===== src/rtl/prirv32_ifu_prefetch_if.sv =====
// priRV32 fetch-unit bus bundle: instruction memory request/response
// channel plus the {pc, inst} handshake toward decode.
interface prirv32_ifu_prefetch_if #(
    parameter int XLEN = 32
) ();
    logic            mem_req_valid_o;
    logic            mem_req_ready_i;
    logic [XLEN-1:0] mem_req_addr_o;
    logic            mem_rsp_valid_i;
    logic [XLEN-1:0] mem_rsp_data_i;
    logic            inst_valid_o;
    logic            inst_ready_i;
    logic [XLEN-1:0] inst_data_o;
    logic [XLEN-1:0] inst_pc_o;

    modport master (
        output mem_req_valid_o, mem_req_addr_o,
        output inst_valid_o, inst_data_o, inst_pc_o,
        input  mem_req_ready_i, mem_rsp_valid_i, mem_rsp_data_i,
        input  inst_ready_i
    );

    modport slave (
        input  mem_req_valid_o, mem_req_addr_o,
        input  inst_valid_o, inst_data_o, inst_pc_o,
        output mem_req_ready_i, mem_rsp_valid_i, mem_rsp_data_i,
        output inst_ready_i
    );
endinterface


===== src/rtl/prirv32_ifu_prefetch.sv =====
// priRV32 instruction prefetch unit with in-order outstanding fetches.
// Define PRIRV32_IFU_MISALIGN_EN to trap misaligned redirects in FAULT.
module prirv32_ifu_prefetch #(
    parameter int              XLEN       = 32,
    parameter logic [XLEN-1:0] RESET_PC   = '0,
    parameter int              FIFO_DEPTH = 4,
    parameter int              MAX_OUTST  = 2
) (
    input  logic            clk_i,
    input  logic            rst_n,
    input  logic            fetch_en_i,
    input  logic            redirect_i,
    input  logic [XLEN-1:0] redirect_pc_i,
    output logic            fetch_fault_o,
    prirv32_ifu_prefetch_if.master bus
);
    localparam int AW = $clog2(FIFO_DEPTH);
    localparam int CW = $clog2(FIFO_DEPTH + 1);
    localparam int OW = CW + 2;
    localparam int QW = (MAX_OUTST > 1) ? $clog2(MAX_OUTST) : 1;

`ifdef PRIRV32_IFU_MISALIGN_EN
    typedef enum logic [1:0] {S_IDLE, S_RUN, S_FAULT} state_e;
`else
    typedef enum logic {S_IDLE, S_RUN} state_e;
`endif

    state_e          state_q, state_d;
    logic [XLEN-1:0] pc_q, pc_d;
    logic [CW-1:0]   cnt_q, cnt_d;
    logic [CW-1:0]   outst_q, outst_d;
    logic [CW-1:0]   drop_q, drop_d;
    logic [AW-1:0]   rd_q, rd_d, wr_q, wr_d;
    logic [QW-1:0]   qrd_q, qrd_d, qwr_q, qwr_d;

    logic [XLEN-1:0] fifo_pc   [FIFO_DEPTH];
    logic [XLEN-1:0] fifo_data [FIFO_DEPTH];
    logic [XLEN-1:0] iq_pc     [MAX_OUTST];

    logic [XLEN-1:0] tgt;
    logic [OW-1:0]   occ;
    logic            req_valid, fire, rsp_keep, rsp_drop;
    logic            push, pop, mis;

    function automatic logic [QW-1:0] qnext(input logic [QW-1:0] p);
        return (p == QW'(MAX_OUTST - 1)) ? '0 : p + 1'b1;
    endfunction

    assign tgt = redirect_pc_i & ~(XLEN'(3));
`ifdef PRIRV32_IFU_MISALIGN_EN
    assign mis = |redirect_pc_i[1:0];
`else
    assign mis = 1'b0;
`endif

    // Slots already promised (queued + in flight + to be discarded)
    // bound issue so every response always has room.
    assign occ = OW'(cnt_q) + OW'(outst_q) + OW'(drop_q);
    assign req_valid = (state_q == S_RUN) && !redirect_i
                    && (outst_q < CW'(MAX_OUTST))
                    && (occ < OW'(FIFO_DEPTH));
    assign fire     = req_valid && bus.mem_req_ready_i;
    assign rsp_keep = bus.mem_rsp_valid_i && (drop_q == '0);
    assign rsp_drop = bus.mem_rsp_valid_i && (drop_q != '0);
    assign push     = rsp_keep && !redirect_i;
    assign pop      = (cnt_q != '0) && bus.inst_ready_i && !redirect_i;

    always_comb begin
        state_d = state_q;
        pc_d    = pc_q;
        cnt_d   = cnt_q;
        outst_d = outst_q;
        drop_d  = drop_q;
        rd_d    = rd_q;
        wr_d    = wr_q;
        qrd_d   = qrd_q;
        qwr_d   = qwr_q;

        unique case (state_q)
            S_IDLE:  if (fetch_en_i) state_d = S_RUN;
            S_RUN:   if (!fetch_en_i) state_d = S_IDLE;
`ifdef PRIRV32_IFU_MISALIGN_EN
            S_FAULT: if (redirect_i) state_d = S_RUN;
`endif
            default: state_d = S_IDLE;
        endcase

        if (redirect_i) begin
            pc_d    = tgt;
            cnt_d   = '0;
            rd_d    = '0;
            wr_d    = '0;
            qrd_d   = '0;
            qwr_d   = '0;
            outst_d = '0;
            drop_d  = drop_q + outst_q - CW'(bus.mem_rsp_valid_i);
`ifdef PRIRV32_IFU_MISALIGN_EN
            if (mis) state_d = S_FAULT;
`endif
        end else begin
            if (fire) begin
                pc_d  = pc_q + XLEN'(4);
                qwr_d = qnext(qwr_q);
            end
            if (rsp_keep) qrd_d = qnext(qrd_q);
            if (push) wr_d = wr_q + 1'b1;
            if (pop) rd_d = rd_q + 1'b1;
            outst_d = outst_q + CW'(fire) - CW'(rsp_keep);
            drop_d  = drop_q - CW'(rsp_drop);
            cnt_d   = cnt_q + CW'(push) - CW'(pop);
        end
    end

    always_ff @(posedge clk_i or negedge rst_n) begin
        if (!rst_n) begin
            state_q <= S_IDLE;
            pc_q    <= RESET_PC;
            cnt_q   <= '0;
            outst_q <= '0;
            drop_q  <= '0;
            rd_q    <= '0;
            wr_q    <= '0;
            qrd_q   <= '0;
            qwr_q   <= '0;
        end else begin
            state_q <= state_d;
            pc_q    <= pc_d;
            cnt_q   <= cnt_d;
            outst_q <= outst_d;
            drop_q  <= drop_d;
            rd_q    <= rd_d;
            wr_q    <= wr_d;
            qrd_q   <= qrd_d;
            qwr_q   <= qwr_d;
        end
    end

    always_ff @(posedge clk_i) begin
        if (fire) iq_pc[qwr_q] <= pc_q;
        if (push) begin
            fifo_pc[wr_q]   <= iq_pc[qrd_q];
            fifo_data[wr_q] <= bus.mem_rsp_data_i;
        end
    end

`ifdef PRIRV32_IFU_MISALIGN_EN
    logic fault_q, fault_d;

    always_comb begin
        fault_d = fault_q;
        if (redirect_i) fault_d = mis;
    end

    always_ff @(posedge clk_i or negedge rst_n) begin
        if (!rst_n) fault_q <= 1'b0;
        else fault_q <= fault_d;
    end

    assign fetch_fault_o = fault_q;
`else
    assign fetch_fault_o = mis;
`endif

    assign bus.mem_req_valid_o = req_valid;
    assign bus.mem_req_addr_o  = pc_q;
    assign bus.inst_valid_o    = (cnt_q != '0);
    assign bus.inst_pc_o   = (cnt_q != '0) ? fifo_pc[rd_q] : '0;
    assign bus.inst_data_o = (cnt_q != '0) ? fifo_data[rd_q] : '0;
endmodule


===== src/flat_wrapper.sv =====
// flat-port wrapper written by rule: the top's interface ports become plain ports
module prirv32_ifu_prefetch_flat 
#(
    parameter int              XLEN       = 32,
    parameter logic [XLEN-1:0] RESET_PC   = '0,
    parameter int              FIFO_DEPTH = 4,
    parameter int              MAX_OUTST  = 2
)
  (clk_i, rst_n, fetch_en_i, redirect_i, redirect_pc_i, fetch_fault_o, bus_mem_req_valid_o, bus_mem_req_addr_o, bus_inst_valid_o, bus_inst_data_o, bus_inst_pc_o, bus_mem_req_ready_i, bus_mem_rsp_valid_i, bus_mem_rsp_data_i, bus_inst_ready_i);
  prirv32_ifu_prefetch_if #(.XLEN(XLEN)) bus_i ();
  input  logic clk_i;
  input  logic rst_n;
  input  logic fetch_en_i;
  input  logic redirect_i;
  input  logic [XLEN-1:0] redirect_pc_i;
  output logic fetch_fault_o;
  output wire logic [$bits(bus_i.mem_req_valid_o)-1:0] bus_mem_req_valid_o;
  output wire logic [$bits(bus_i.mem_req_addr_o)-1:0] bus_mem_req_addr_o;
  output wire logic [$bits(bus_i.inst_valid_o)-1:0] bus_inst_valid_o;
  output wire logic [$bits(bus_i.inst_data_o)-1:0] bus_inst_data_o;
  output wire logic [$bits(bus_i.inst_pc_o)-1:0] bus_inst_pc_o;
  input wire logic [$bits(bus_i.mem_req_ready_i)-1:0] bus_mem_req_ready_i;
  input wire logic [$bits(bus_i.mem_rsp_valid_i)-1:0] bus_mem_rsp_valid_i;
  input wire logic [$bits(bus_i.mem_rsp_data_i)-1:0] bus_mem_rsp_data_i;
  input wire logic [$bits(bus_i.inst_ready_i)-1:0] bus_inst_ready_i;
  assign bus_mem_req_valid_o = bus_i.mem_req_valid_o;
  assign bus_mem_req_addr_o = bus_i.mem_req_addr_o;
  assign bus_inst_valid_o = bus_i.inst_valid_o;
  assign bus_inst_data_o = bus_i.inst_data_o;
  assign bus_inst_pc_o = bus_i.inst_pc_o;
  assign bus_i.mem_req_ready_i = bus_mem_req_ready_i;
  assign bus_i.mem_rsp_valid_i = bus_mem_rsp_valid_i;
  assign bus_i.mem_rsp_data_i = bus_mem_rsp_data_i;
  assign bus_i.inst_ready_i = bus_inst_ready_i;
  prirv32_ifu_prefetch #(.XLEN(XLEN), .RESET_PC(RESET_PC), .FIFO_DEPTH(FIFO_DEPTH), .MAX_OUTST(MAX_OUTST)) u_core (.clk_i(clk_i), .rst_n(rst_n), .fetch_en_i(fetch_en_i), .redirect_i(redirect_i), .redirect_pc_i(redirect_pc_i), .fetch_fault_o(fetch_fault_o), .bus(bus_i));
endmodule

===== config.mk =====
export PLATFORM = sky130hd
export DESIGN_NAME = prirv32_ifu_prefetch_flat
export DESIGN_NICKNAME = d
export VERILOG_FILES = /design/src/rtl/prirv32_ifu_prefetch_if.sv /design/src/rtl/prirv32_ifu_prefetch.sv /design/src/flat_wrapper.sv
export SDC_FILE = /design/constraint.sdc
export NUM_CORES = 1
export LEC_CHECK = 0
export BUFFER_PORTS_ARGS = -buffer_cell sky130_fd_sc_hd__buf_4
export CORE_MARGIN = 5
export CORE_UTILIZATION = 40
export DETAILED_ROUTE_END_ITERATION = 12
export PLACE_DENSITY = 0.55
export SKIP_CTS_REPAIR_TIMING = 1
export SLEW_MARGIN = 10
export SYNTH_ARGS = -nofsm -noshare
export SYNTH_HDL_FRONTEND = slang
export SYNTH_SLANG_ARGS = --single-unit

===== constraint.sdc =====
create_clock -name clk_i -period 4.9 [get_ports clk_i]
set_input_delay 0.735 -clock clk_i [delete_from_list [all_inputs] [get_ports clk_i]]
set_output_delay 0.735 -clock clk_i [all_outputs]
set_load 0.005 [all_outputs]

==> summary.md <==
### Timing
• **clk_skew** 14.6 ps
• **headroom to the max-slew limit** 0.288
• **final count of pins violating max slew** 0
• **highest attainable clock frequency** 0.263 GHz
• **endpoints failing hold** 0
• **setup repair after global routing missed its margin** false
• **Min Clock Period, post-route** 3800 ps
• **final setup fails** 0
• **fin crit share** 0.775
• **total negative slack** 0 ps
• **Slew @ Worst Pin** 1070 ps
• **min setup slack post-route** 1100 ps
• **Final Hold Slack** 235 ps

### Yosys
• **Synth Area in XOR/XNOR** 0.0133
• **yosys warns** 0
• **flop and latch count out of synthesis** 354
• **complex-gate fraction of the synthesized area** 0.0268
• **Adder-Cell Fraction of Synth Area** 0.0229
• **average cell area after synthesis** 17.9 um2
• **area share of and/or/nand/nor cells after synthesis** 0.0725
• **sequential element share of the synthesized area** 0.720
• **number of unique standard cell types used by synthesis** 50
• **portion of netlist area occupied by mux cells** 0.124
• **area of the mapped netlist** 0.0144 mm2
• **combinational family with the most area after synthesis** multiplexers
• **post-synthesis instance total** 805

### Power
• **standby leakage power** 6.13 nW
• **worst IR drop on VDD** 0.256 mV
• **Tot Pwr** 0.00830 W
• **areal power density over the cells** 478 mW/mm2

### Worst setup path
• **highest net fanout along the worst path** 14
• **FF-to-FF path depth** 13
• **delay of the slowest cell on the worst path** 390 ps
• **endpoint class of the critical path** flip-flop
• **data arrival at the endpoint of the critical path** 4180 ps
• **worst reg2reg setup slack** 1100 ps
• **critical path's most frequent cell** ha_1
• **cell family contributing the most delay on the critical path** adder cells
• **path type of the worst setup path** reg2reg
• **category of the worst setup path launch point** flip-flop
• **required time at the endpoint of the critical path** 5280 ps
• **cells along the critical path** ha_1 -> fa_1 -> xor2_1 -> ha_1 -> nor4_1 -> and2_1 -> nand2_1 -> inv_2 -> ha_1 -> inv_1 -> fa_1 -> xnor2_1 -> nor2_1
• **endpoint of the lowest-slack register-to-register path** u_core.outst_q[2]$_DFF_PN0_
• **Worst R2R Start** u_core.outst_q[0]$_DFF_PN0_
• **CP Buf/Inv Count** 2
• **slowest stage cell, crit path** dfrtp_1

### Cells and area
• **antenna diode count** 0
• **most common cell after layout, fill and taps aside** edfxtp_1
• **ratio of cells with drive above 1 in the final layout** 0.332
• **most frequent cells in the layout** 308 x edfxtp_1, 173 x buf_4, 65 x and2_1
• **number of nets in the layout** 1,076
• **number of standard cells in the final layout excluding fillers** 1,468
• **multi-input logic area** 0.00378 mm2
• **final-layout fill cell count** 3,048
• **synthesis-to-layout area growth** 20.4%
• **Register Area** 0.0104 mm2

### CTS
• **CTS tree** yes
• **clk slew on worst S/H paths** 60 ps
• **H-tree levels** 2
• **number of buffers created by CTS** 39
• **number of buffers on the longest clock path** 3
• **insertion delay of the later-clocked pin in the worst-skew pair** 510 ps
• **sinks on the clock net** 354
• **root buffer cell** clkbuf_16

### Floorplan
• **die area** 0.0400 mm2
• **Row Count** 69
• **die width** 200 um
• **die height** 200 um
• **standard cell core area** 0.0356 mm2
• **starting utilization of the core area** 0.406
• **I/O pin count** 170

### Global routing
• **number of antenna violations at the first check in global routing** 0
• **Overall Global Routing Usage** 0.157
• **number of global-route vias before repair** 7,971
• **Congestion Overflow GR** 0
• **global-route wire length before repair** 48.1 mm
• **pin count of the biggest net entering global routing** 63

### Placement
• **placed insts** 1,401
• **last weighted congestion value of the routability-driven placer** 0.780
• **worst slack, placed** 1140 ps
• **half-perimeter wire length after detailed placement** 19.2 mm
• **count of buffers from port buffering** 162

### Drt
• **DRC violations left** 0
• **Routed Antenna Nets** 0
• **via count** 7,616
• **detailed-route wire length** 31.3 mm
• **drt wl/cell** 21.3 um
• **number of violations reported at the end of detailed-routing iteration 0** 353
• **routed vias/inst** 5.19
• **number of search-and-repair iterations in the first detailed-routing pass** 4

### Run status
• **result of the run** completed

### Run
• **number of max-cap violations** 0

### Worst hold path
• **type of the most critical hold path** in2async

==> through the flow <==
step            util  cell area, um2
6_report       0.489           17400
3_3_place_gp   0.454           16100
4_1_cts        0.489           17400
3_5_place_dp   0.454           16100
5_1_grt        0.489           17400
2_1_floorplan      -           14500
==> flip-flops by register name (all words and copies together), names as in the netlist <==
name,cells
u_core.rd_q,2
u_core.wr_q,2
u_core.fifo_pc,120
u_core.iq_pc,60
u_core.state_q,1
u_core.bus.mem_req_addr_o,30
u_core.qrd_q,1
u_core.qwr_q,1
u_core.cnt_q,3
u_core.outst_q,3
u_core.drop_q,3
u_core.fifo_data,128
==> cell type report <==
type,count,area share
Clock buffer,53,0.0616
Clock inverter,14,0.00950
Inverter,24,0.00518
Multi-Input combinational cell,389,0.217
Sequential cell,354,0.599
Tap cell,461,0.0332
Timing Repair Buffer,173,0.0747
==> logic make-up after synthesis <==
| group | after synthesis |
|---|---|
| buf+inv | 66 |
| flops | 354 |
| mux | 97 |
| other cells | 1 |
| compound gates | 53 |
| simple gates | 188 |
| fa+ha+maj | 24 |
| xor+xnor | 22 |
==> power by group <==
| part | total, W | leakage [nW] | internal (W) | switching [W] |
|---|---|---|---|---|
| registers | 0.00370 | 3.35 | 0.00349 | 0.000208 |
| logic | 0.00176 | 2.19 | 0.000935 | 0.000826 |
| clock network | 0.00284 | 0.597 | 0.00173 | 0.00111 |
| total | 0.00830 | 6.13 | 0.00616 | 0.00214 |
==> synthesized netlist by cell type (all sizes together) <==
cell type | number | area [um2]
o211ai | 6 | 45.0
mux2i | 2 | 20.0
a221o | 7 | 70.1
nand4 | 12 | 90.1
o211a | 1 | 10.0
fa | 4 | 80.1
a21o | 5 | 37.5
xor2 | 11 | 96.3
xnor2 | 11 | 96.3
or4 | 1 | 7.51
edfxtp | 308 | 9250
and2 | 69 | 432
nor2 | 20 | 75.1
o311ai | 7 | 61.3
o31a | 1 | 8.76
a21oi | 6 | 30.0
a211o | 1 | 8.76
a311oi | 1 | 8.76
nor4 | 9 | 56.3
nand2 | 32 | 120
o21ai | 13 | 65.1
mux4 | 62 | 1400
ha | 20 | 250
and4 | 1 | 10.0
nor3b | 1 | 7.51
nor3 | 10 | 50.1
clkbuf | 22 | 92.6
buf | 20 | 110
inv | 24 | 90.1
a41o | 1 | 10.0
nor2b | 4 | 25.0
mux2 | 33 | 372
or2 | 3 | 18.8
nand3 | 17 | 85.1
a32oi | 1 | 8.76
and3b | 1 | 8.76
conb | 1 | 3.75
o21bai | 1 | 7.51
or3 | 5 | 42.5
a211oi | 2 | 15.0
dfrtp | 46 | 1150
and3 | 3 | 18.8
==> how the worst max path moves through the flow <==
| stage | from | end | slack, ps | cells past startpoint |
|---|---|---|---|---|
| finish | u_core.outst_q[0]$_DFF_PN0_ | u_core.outst_q[2]$_DFF_PN0_ | 1100 | 13 |
| global route | u_core.outst_q[0]$_DFF_PN0_ | u_core.outst_q[2]$_DFF_PN0_ | 850 | 13 |
| CTS | u_core.outst_q[0]$_DFF_PN0_ | u_core.outst_q[2]$_DFF_PN0_ | 1120 | 13 |
| detailed placement | u_core.outst_q[0]$_DFF_PN0_ | u_core.outst_q[2]$_DFF_PN0_ | 1140 | 13 |
| global placement | u_core.outst_q[0]$_DFF_PN0_ | u_core.outst_q[2]$_DFF_PN0_ | 1160 | 13 |
| floorplan | u_core.outst_q[0]$_DFF_PN0_ | u_core.iq_pc[0][10]$_DFFE_PP_ | 840 | 10 |
==> layer usage <==
metal / GRT usage / wire [um] / vias to the layer above
met1: 0.230 / 14500 / 3885
li1: - / - / 3485
met3: 0.0305 / 1700 / 50
met5: 0 / 0 / -
met2: 0.247 / 14600 / 196
met4: 0.0345 / 526 / 0
(Power assumes the default switching activity.)
